`config.mk`:
```
export PLATFORM = sky130hd
export DESIGN_NAME = prog_load_ctrl
export DESIGN_NICKNAME = d
export VERILOG_FILES = /design/src/rtl/pro_pkg.sv /design/src/rtl/prog_load_ctrl_run_budget_cnt.sv /design/src/rtl/prog_load_ctrl.sv
export SDC_FILE = /design/constraint.sdc
export NUM_CORES = 1
export LEC_CHECK = 0
export ABC_AREA = 1
export CORE_MARGIN = 5
export CORE_UTILIZATION = 35
export CTS_CLUSTER_DIAMETER = 100
export DETAILED_ROUTE_END_ITERATION = 7
export PLACE_DENSITY_LB_ADDON = 0.15
export SYNTH_ARGS = -nofsm -noshare
export SYNTH_HDL_FRONTEND = slang
export SYNTH_SLANG_ARGS = --single-unit
```
`constraint.sdc`:
```
create_clock -name clock -period 3.1 [get_ports clock]
set_input_delay 0.62 -clock clock [delete_from_list [all_inputs] [get_ports clock]]
set_output_delay 0.62 -clock clock [all_outputs]
set_load 0.005 [all_outputs]
```
`src/rtl/pro_pkg.sv`:
```
// Shared definitions for the program-load controller: state encoding and default widths.
package pro_pkg;

    localparam int DEFAULT_DATA_W = 32;
    localparam int DEFAULT_ADDR_W = 4;
    localparam int DEFAULT_CNT_W  = 16;

    typedef enum logic [2:0] {
        ST_IDLE  = 3'd0,
        ST_LOAD  = 3'd1,
        ST_PARK  = 3'd2,
        ST_ARMED = 3'd3,
        ST_RUN   = 3'd4,
        ST_DONE  = 3'd5,
        ST_ERR   = 3'd6
    } state_t;

endpackage

```
`src/rtl/prog_load_ctrl_run_budget_cnt.sv`:
```
// Saturating run-cycle counter with a limit latched on run entry; flags the final budgeted cycle.
module run_budget_cnt #(
    parameter int CNT_W = 16
) (
    input  logic             clock,
    input  logic             reset_n,
    input  logic             clear,
    input  logic             load,
    input  logic             en,
    input  logic [CNT_W-1:0] limit_in,
    output logic [CNT_W-1:0] count,
    output logic             terminal
);

    logic [CNT_W-1:0] limit;

    // NOTE: sequential state uses non-blocking assignments so every register samples pre-edge values.
    always_ff @(posedge clock or negedge reset_n) begin
        if (!reset_n) begin
            count <= '0;
            limit <= '0;
        end else if (clear) begin
            count <= '0;
        end else if (load) begin
            count <= '0;
            limit <= limit_in;
        end else if (en && (count != '1)) begin
            count <= count + CNT_W'(1);
        end
    end

    // Compare one bit wider so a saturated count can never alias onto the limit.
    assign terminal = (limit != '0) &&
                      (({1'b0, count} + (CNT_W+1)'(1)) == {1'b0, limit});

endmodule

```
`src/rtl/prog_load_ctrl.sv`:
```
// Streams a program into instruction memory from address 0, parks the bus, then runs the
// core until halt or until the optional cycle budget is spent.
module prog_load_ctrl
    import pro_pkg::*;
#(
    parameter int DATA_W   = DEFAULT_DATA_W,
    parameter int ADDR_W   = DEFAULT_ADDR_W,
    parameter int CNT_W    = DEFAULT_CNT_W,
    parameter int AUTO_RUN = 0
) (
    input  logic              clock,
    input  logic              reset_n,
    input  logic              load_req,
    input  logic              s_valid,
    output logic              s_ready,
    input  logic [DATA_W-1:0] s_data,
    input  logic              s_last,
    input  logic              start,
    input  logic              abort,
    input  logic [CNT_W-1:0]  run_budget,
    input  logic              halt_in,
    output logic [ADDR_W-1:0] mem_addr,
    output logic              mem_wr,
    output logic [DATA_W-1:0] mem_wdata,
    output logic              working,
    output logic [ADDR_W:0]   words_loaded,
    output logic [CNT_W-1:0]  cycles_run,
    output logic              done,
    output logic              timeout,
    output logic              err
);

    localparam int              DEPTH     = 2**ADDR_W;
    localparam logic [ADDR_W:0] LAST_ADDR = (ADDR_W+1)'(DEPTH - 1);

    state_t state;
    logic   beat;
    logic   cnt_clear;
    logic   cnt_load;
    logic   cnt_en;
    logic   cnt_term;

    assign beat = s_valid && s_ready;

    // NOTE: every always_comb output gets a default first, so no path can infer a latch.
    always_comb begin
        cnt_clear = 1'b0;
        cnt_load  = 1'b0;
        cnt_en    = 1'b0;
        if (!abort) begin
            case (state)
                ST_IDLE, ST_DONE, ST_ERR: cnt_clear = load_req;
                ST_PARK:                  cnt_load  = (AUTO_RUN != 0);
                ST_ARMED:                 cnt_load  = start;
                ST_RUN:                   cnt_en    = 1'b1;
                default:                  ;
            endcase
        end
    end

    run_budget_cnt #(
        .CNT_W (CNT_W)
    ) u_budget (
        .clock    (clock),
        .reset_n  (reset_n),
        .clear    (cnt_clear),
        .load     (cnt_load),
        .en       (cnt_en),
        .limit_in (run_budget),
        .count    (cycles_run),
        .terminal (cnt_term)
    );

    always_ff @(posedge clock or negedge reset_n) begin
        if (!reset_n) begin
            state        <= ST_IDLE;
            s_ready      <= 1'b0;
            mem_addr     <= '0;
            mem_wr       <= 1'b0;
            mem_wdata    <= '0;
            working      <= 1'b0;
            words_loaded <= '0;
            done         <= 1'b0;
            timeout      <= 1'b0;
            err          <= 1'b0;
        end else begin
            mem_wr <= 1'b0;
            if (abort) begin
                state   <= ST_IDLE;
                s_ready <= 1'b0;
                working <= 1'b0;
                done    <= 1'b0;
            end else begin
                case (state)
                    ST_IDLE, ST_DONE, ST_ERR: begin
                        if (load_req) begin
                            state        <= ST_LOAD;
                            s_ready      <= 1'b1;
                            words_loaded <= '0;
                            done         <= 1'b0;
                            timeout      <= 1'b0;
                            err          <= 1'b0;
                        end
                    end
                    ST_LOAD: begin
                        if (beat) begin
                            mem_wr       <= 1'b1;
                            mem_addr     <= words_loaded[ADDR_W-1:0];
                            mem_wdata    <= s_data;
                            words_loaded <= words_loaded + (ADDR_W+1)'(1);
                            if (s_last) begin
                                state   <= ST_PARK;
                                s_ready <= 1'b0;
                            end else if (words_loaded == LAST_ADDR) begin
                                state   <= ST_ERR;
                                s_ready <= 1'b0;
                                err     <= 1'b1;
                            end
                        end
                    end
                    ST_PARK: begin
                        mem_addr  <= '0;
                        mem_wdata <= '0;
                        working   <= (AUTO_RUN != 0);
                        state     <= (AUTO_RUN != 0) ? ST_RUN : ST_ARMED;
                    end
                    ST_ARMED: begin
                        if (start) begin
                            state   <= ST_RUN;
                            working <= 1'b1;
                        end
                    end
                    ST_RUN: begin
                        // Halt takes precedence, so a coincident budget expiry is not a timeout.
                        if (halt_in || cnt_term) begin
                            state   <= ST_DONE;
                            working <= 1'b0;
                            done    <= 1'b1;
                            timeout <= !halt_in;
                        end
                    end
                    default: state <= ST_IDLE;
                endcase
            end
        end
    end

endmodule

```
Word level (Yosys, flattened, before mapping)
Index checks and enable logic that the tools add are counted.
{ "totals": {"register_bits": 82, "latchBits": 0, "ram_bits": 0, "romBits": 0, "in_bits": 56, "out_inout_bits": 63, "word_cells": 107, "memories": 0} }
{ "classes": {"add_sub_neg": 3, "multipliers": 0, "div": 0, "order_cmp": 0, "n_eq_ne": 19, "shifts": 0, "mux": 47, "n_bitwise": 2, "n_reduce_logical": 24} }
{ "ops": {"columns": ["cell", "count"], "rows": [
  ["one-hot mux 32 bit (2 select lines)", 1],
  ["2-to-1 mux 16 bit", 3],
  ["2-to-1 mux 32 bit", 1],
  ["2-to-1 mux 1 bit", 24],
  ["2-to-1 mux 3 bit", 7],
  ["adder 16 x 1 -> 17 bit, second input constant", 1],
  ["== test 17 x 16 -> 1 bit", 1],
  ["adder 16 x 1 -> 16 bit, second input constant", 1],
  ["inequality test 16 bit, second input constant", 1],
  ["nonzero test 16 bit", 1],
  ["one-hot mux 3 bit (5 select lines)", 1],
  ["inequality test 3 bit, second input constant", 4],
  ["AND reduction 4 bit", 3],
  ["2-to-1 mux 5 bit", 2],
  ["inequality test 2 bit, second input constant", 5],
  ["one-hot mux 5 bit (2 select lines)", 1],
  ["== test 3 bit, second input constant", 3],
  ["AND reduction 3 bit", 3],
  ["nonzero test 3 bit", 3],
  ["one-hot mux 1 bit (2 select lines)", 4],
  ["one-hot mux 4 bit (2 select lines)", 1],
  ["== test 3 x 2 -> 1 bit, second input constant", 2],
  ["AND reduction 6 bit", 1],
  ["nonzero test 2 bit", 3],
  ["15 further kinds", 18]
]} }

Depth between registers and ports, before layout
{ "logic_depth": {"word_depth": 7, "mapped_depth": 17, "depth_no_buf": 17} }

By module
From an unflattened synthesis, not the netlist that was laid out.
{ "unflattened": {"hier_cells": 548, "hier_area_um2": 4408.0} }
{ "modules_own_cells": {"columns": ["module", "instances", "cells_per_inst", "area_per_inst_um2", "seq_area_each_um2"], "rows": [
  ["prog_load_ctrl", 1, 285, 2432.3, 1251.2],
  ["run_budget_cnt", 1, 263, 1975.6, 800.8]
]} }

Worst setup path before layout
Ideal clock, no wire load.
{ "synth_timing": {"path_kind": "reg2reg", "from": "register u_budget.count[1]", "to": "register timeout", "setup_time_ns": 0.116, "arrival_ns": 1.803, "required_ns": 2.984, "setup_slack_ns": 1.181, "stages_incl_launch_ff": 17, "path_buffers": 0, "period_less_slack_ns": 1.919, "path_cell_list": "dfrtp_1 ha_1 nand2_2 nor2_8 nand2_4 o21ai_2 nand2_1 nand2_1 nand2_1 nor2_1 nand3_2 nand2_1 nand2_1 nand2_2 nand2_1 nand2_1 nand2_1"} }
{ "synth_between": {"elab_chain_cells": 6} }
{ "synth_rtl": {"columns": ["item", "line_no", "rtl"], "rows": [
  ["start: declaration", "prog_load_ctrl_run_budget_cnt.sv:11", "output logic [CNT_W-1:0] count,"],
  ["start signal: assignment", "prog_load_ctrl_run_budget_cnt.sv:28", "count <= count + CNT_W'(1);"],
  ["adder 16 x 1 -> 17 bit", "prog_load_ctrl_run_budget_cnt.sv:34", "(({1'b0, count} + (CNT_W+1)'(1)) == {1'b0, limit});"],
  ["== test 17 x 16 -> 1 bit", "prog_load_ctrl_run_budget_cnt.sv:34", null],
  ["logical AND 1 bit", "prog_load_ctrl_run_budget_cnt.sv:33", "assign terminal = (limit != '0) &&"],
  ["logical OR 1 bit", "prog_load_ctrl.sv:135", "if (halt_in || cnt_term) begin"],
  ["inequality test 2 bit (no source line)", null, null],
  ["AND reduction 4 bit (no source line)", null, null],
  ["end signal: assignment", "prog_load_ctrl.sv:139", "timeout <= !halt_in;"],
  ["end: declaration", "prog_load_ctrl.sv:29", "output logic timeout,"]
]} }
No other way between the ends.
A chain may end at the register's enable or synchronous reset.

Worst setup path in the final report
{ "layout_timing": {"from": "register u_budget.count[0]", "to": "register u_budget.count[6]"} }
{ "layout_between": {"elab_chain_cells": 4, "word_cells_on_any_way": 7, "cone_classes": "add/sub (1); eq/ne (1); mux (3); reduce/logical (2)"} }
{ "layout_rtl": {"columns": ["item", "line_no", "rtl"], "rows": [
  ["adder 16 x 1 -> 16 bit", "prog_load_ctrl_run_budget_cnt.sv:28", null],
  ["2-to-1 mux 16 bit", "prog_load_ctrl_run_budget_cnt.sv:27", "end else if (en && (count != '1)) begin"],
  ["2-to-1 mux 16 bit", "prog_load_ctrl_run_budget_cnt.sv:24", "end else if (load) begin"],
  ["2-to-1 mux 16 bit", "prog_load_ctrl_run_budget_cnt.sv:22", "end else if (clear) begin"]
]} }
Several ways; a longest one is shown, not always the timed one. The select of a mux whose other input is x is not followed.

==> summary.md <==
| Metric | Value |
|---|---|
| TritonRoute pass-1 iters | 4 |
| WP data arrival | ~2.7 ns |
| Asr flop ratio synth | 1.00 |
| Port Buf Inserts | approximately 120 |
| Reg2Reg Depth | 9 |
| Mux cell area share after synthesis | 0.0207 |
| Number of flops mapped to enable cells by yosys | 0 |
| #FFs+latches synth | just over 80 |
| CP startpoint kind | flip-flop |
| Setup Crit Path Kind | reg2reg |
| Leakage | approximately 0.0027 µW |
| WL per Instance | 15.3 µm |
| Final hold vios | 0 |
| Iter 0 DRT Violations | 278 |
| Least-Margin Pin Slew | roughly 1.1 ns |
| Sink Count | 82 |
| Nature of the critical path endpoint | flip-flop |
| Required time of the worst setup path | roughly 3.3 ns |
| Fin crit share | 0.790 |
| Slew HR | 0.282 |
| First-pass GRT wire length | just over 20 mm |
| Die Span X | ~120 µm |
| Fin cells | a little over 800 |
| Die H | between 100 and 150 µm |
| Hold_buf cts | 0 |
| Max stage delay on crit path | roughly 0.5 ns |
| I/O pins | approximately 120 |
| Nets | between 700 and 800 |
| Layout cells sized above 1 | 0.0757 |
| FF/Latch Area | between 0.002 and 0.0025 mm² |
| Hold crit path type | in2async |
| Final setup fails | 0 |
| WL final | about 13 mm |
| # DRC | 0 |
| Minimum clock period | 2.45 ns |
| Syn Nets | just over 600 |
| Crit-path slowest cell | dfrtp_1 |
| Dpl cells | 805 |
| Tot Pwr | just under 5000 µW |
| Main combinational cell family by area after synthesis | simple AND/OR/NAND/NOR gates |
| Number of global-route vias before repair | 4,124 |
| Vias per inst | about 5.0 |
| All-Layer GR Usage | 0.177 |
| Hold slack | approximately 0.48 ns |
| Post-synthesis sequential area ratio | 0.479 |
| Std cell rows | 40 |
| Top FF cell, synth | dfrtp_1 |
| Crit path cell chain | ha_1 -> nand2_2 -> nor2_8 -> nand2_4 -> nor3_1 -> nor2_1 -> inv_2 -> nand3_1 -> o21ai_0 |
| RD Place Congestion | 0.878 |
| Post-DP HPWL | 9.16 mm |
| Post-synthesis instance area | ~0.0043 mm² |
| Remaining global-route overflow | 0 |
| Pins over their slew limit | 0 |
| Maximum vdd drop | approximately 480 µV |
| H-tree depth | 3 |
| Syn Inst Count | 552 |
| CTS buffer count | 9 |
| # resized after CTS | 0 |
| Adder-cell area share of the yosys netlist | 0.00876 |
| CTS Root Cell | clkbuf_16 |
| Die ar. | ~0.015 mm² |
| Max Buffers Root-to-Sink | 2 |
| Unrepaired setup endpoints after global routing | no |
| Largest net degree at the start of global routing | 83 |
| Clk_lat worst skew | ~0.34 ns |
| Setup bufs post-CTS | 0 |
| Fin Setup TNS | 0 ns |
| Initial Util | 0.357 |
| Post-synthesis simple-gate area fraction | 0.321 |
| CORE AREA | 0.0120 mm² |
| Initial antenna violation count | 0 |
| Detail Route Antenna Nets | 0 |
| # diodes | 0 |
| Fillers | 1,194 |
| Status | finished clean |
| Via Count | between 4,000 and 5,000 |
| Netlist cell types | 36 |
| P&R area growth vs syn | 39.0% |
| Multi-input gate area | about 0.0020 mm² |
| R2r setup slk | between 0.6 and 0.7 ns |
| CTS tree | yes |
| Synth Area in Compound Gates | 0.101 |
| Avg Synthesized Cell Area | 7.76 µm² |
| Clock-pin slew on the worst setup and hold paths | 0.06 ns |
| Syn. warnings | 0 |
| Power Dens Cells | a little over 800 mW/mm² |
| Maximum fanout along the worst path | 13 |
| Synth Area in XOR/XNOR | 0.00409 |
| # Max-Cap Violations | 0 |
| Clock Skews | 0.00671 ns |
| Fmax | slightly above 0.4 GHz |
-- cells in the mapped netlist (2+ instances only) --
cell type	number	area share
a211oi_1	2	0.0035
a21oi_1	12	0.014
a31oi_1	2	0.0029
buf_2	6	0.0070
clkbuf_1	13	0.011
dfrtp_1	82	0.48
ha_1	3	0.0088
inv_1	51	0.045
mux2_2	7	0.018
nand2_1	148	0.13
nand2_2	3	0.0044
nand3_1	71	0.083
nand3_2	3	0.0070
nand3b_1	5	0.0088
nand4_1	9	0.013
nor2_1	52	0.046
nor2_2	4	0.0058
nor2_4	2	0.0053
nor3_1	5	0.0058
o21ai_0	44	0.051
o21ai_1	6	0.0070
o22ai_1	8	0.012
-- sequential cells by signal, indices dropped and copies added (netlist names) --
name	count
mem_wdata	32
u_budget.count	16
u_budget.limit	16
words_loaded	5
mem_addr	4
state	3
done	1
err	1
mem_wr	1
s_ready	1
timeout	1
working	1
-- power by group --
group	switching [µW]	total (µW)	internal (µW)	leakage [µW]
Combinational	1020	1960	947	0.00153
Sequential	298	1750	1450	0.00105
Clock	456	1130	673	0.000156
-- layout by cell type, fill, tap and decap left out, types with 3 or more instances in the layout --
cell type / Yosys / routed
nand3_1: 71 / 71
o21ai_0: 44 / 43
nand3b_1: 5 / 5
nand2_2: 3 / 3
clkbuf_16: 0 / 9
mux2_2: 7 / 7
ha_1: 3 / 3
nor3_1: 5 / 5
nor2_1: 52 / 52
inv_1: 51 / 51
a21oi_1: 12 / 11
nand3_2: 3 / 3
clkdlybuf4s50_1: 0 / 117
nand2_1: 148 / 148
dfrtp_1: 82 / 82
buf_4: 0 / 7
o22ai_1: 8 / 8
nor2_2: 4 / 4
nand4_1: 9 / 9
o21ai_1: 6 / 6
-- critical path: cells and delay by family (launching register included) --
| family | cells | cell delay (ns) |
|---|---|---|
| buffers and inverters | 1 | 0.16 |
| AO/OA/AOI/OAI | 1 | 0.32 |
| adder cells (fa/ha/maj) | 1 | 0.27 |
| flip-flops | 1 | 0.51 |
| AND/OR/NAND/NOR | 6 | 1.09 |
-- final cells by class --
class	count	area share
flip-flops and latches	82	0.345
multi-input cells	398	0.330
repair buffers	125	0.209
clock buffers	11	0.0424
inverters	53	0.0334
well taps	147	0.0309
clock inverters	5	0.0103
-- per-layer routing --
layer  vias up  global-route usage  wire length [µm]
met3        15              0.0744               953
met1      1918               0.215              5380
li1       2044                   -                 -
met5         -                   0                 0
met2       129               0.287              6030
met4         0              0.0510               211
-- worst paths after layout --
kind,start,endpoint
max,u_budget.count[0]$_DFFE_PN0P_,u_budget.count[6]$_DFFE_PN0P_
max in group asynchronous,reset_n,u_budget.limit[5]$_DFFE_PN0P_
max reg2reg,u_budget.count[0]$_DFFE_PN0P_,u_budget.count[6]$_DFFE_PN0P_
min in group clock,timeout$_DFFE_PN0P_,timeout$_DFFE_PN0P_
min,reset_n,u_budget.limit[11]$_DFFE_PN0P_
min reg2reg,timeout$_DFFE_PN0P_,timeout$_DFFE_PN0P_
-- metrics by stage --
stage	instance area, µm²	util	worst slack, ns
after floorplan	4290	-	1.18
after CTS	5960	0.496	0.640
after detailed placement	5640	0.470	0.450
after global routing	5960	0.496	0.416
final	5960	0.496	0.650
after global placement	5640	0.470	0.542
-- cells by family (layout without fill, tap and decap cells) --
family	count (synthesis)	count (layout)
adders and majority gates	3	3
xor gates and xnor gates	2	2
muxes	8	8
AOI/OAI and AO/OA	79	79
buffers and inverters	72	194
and+or+nand+nor	306	306
DFF	82	82
Note: power is estimated with default switching activity, not from simulation.
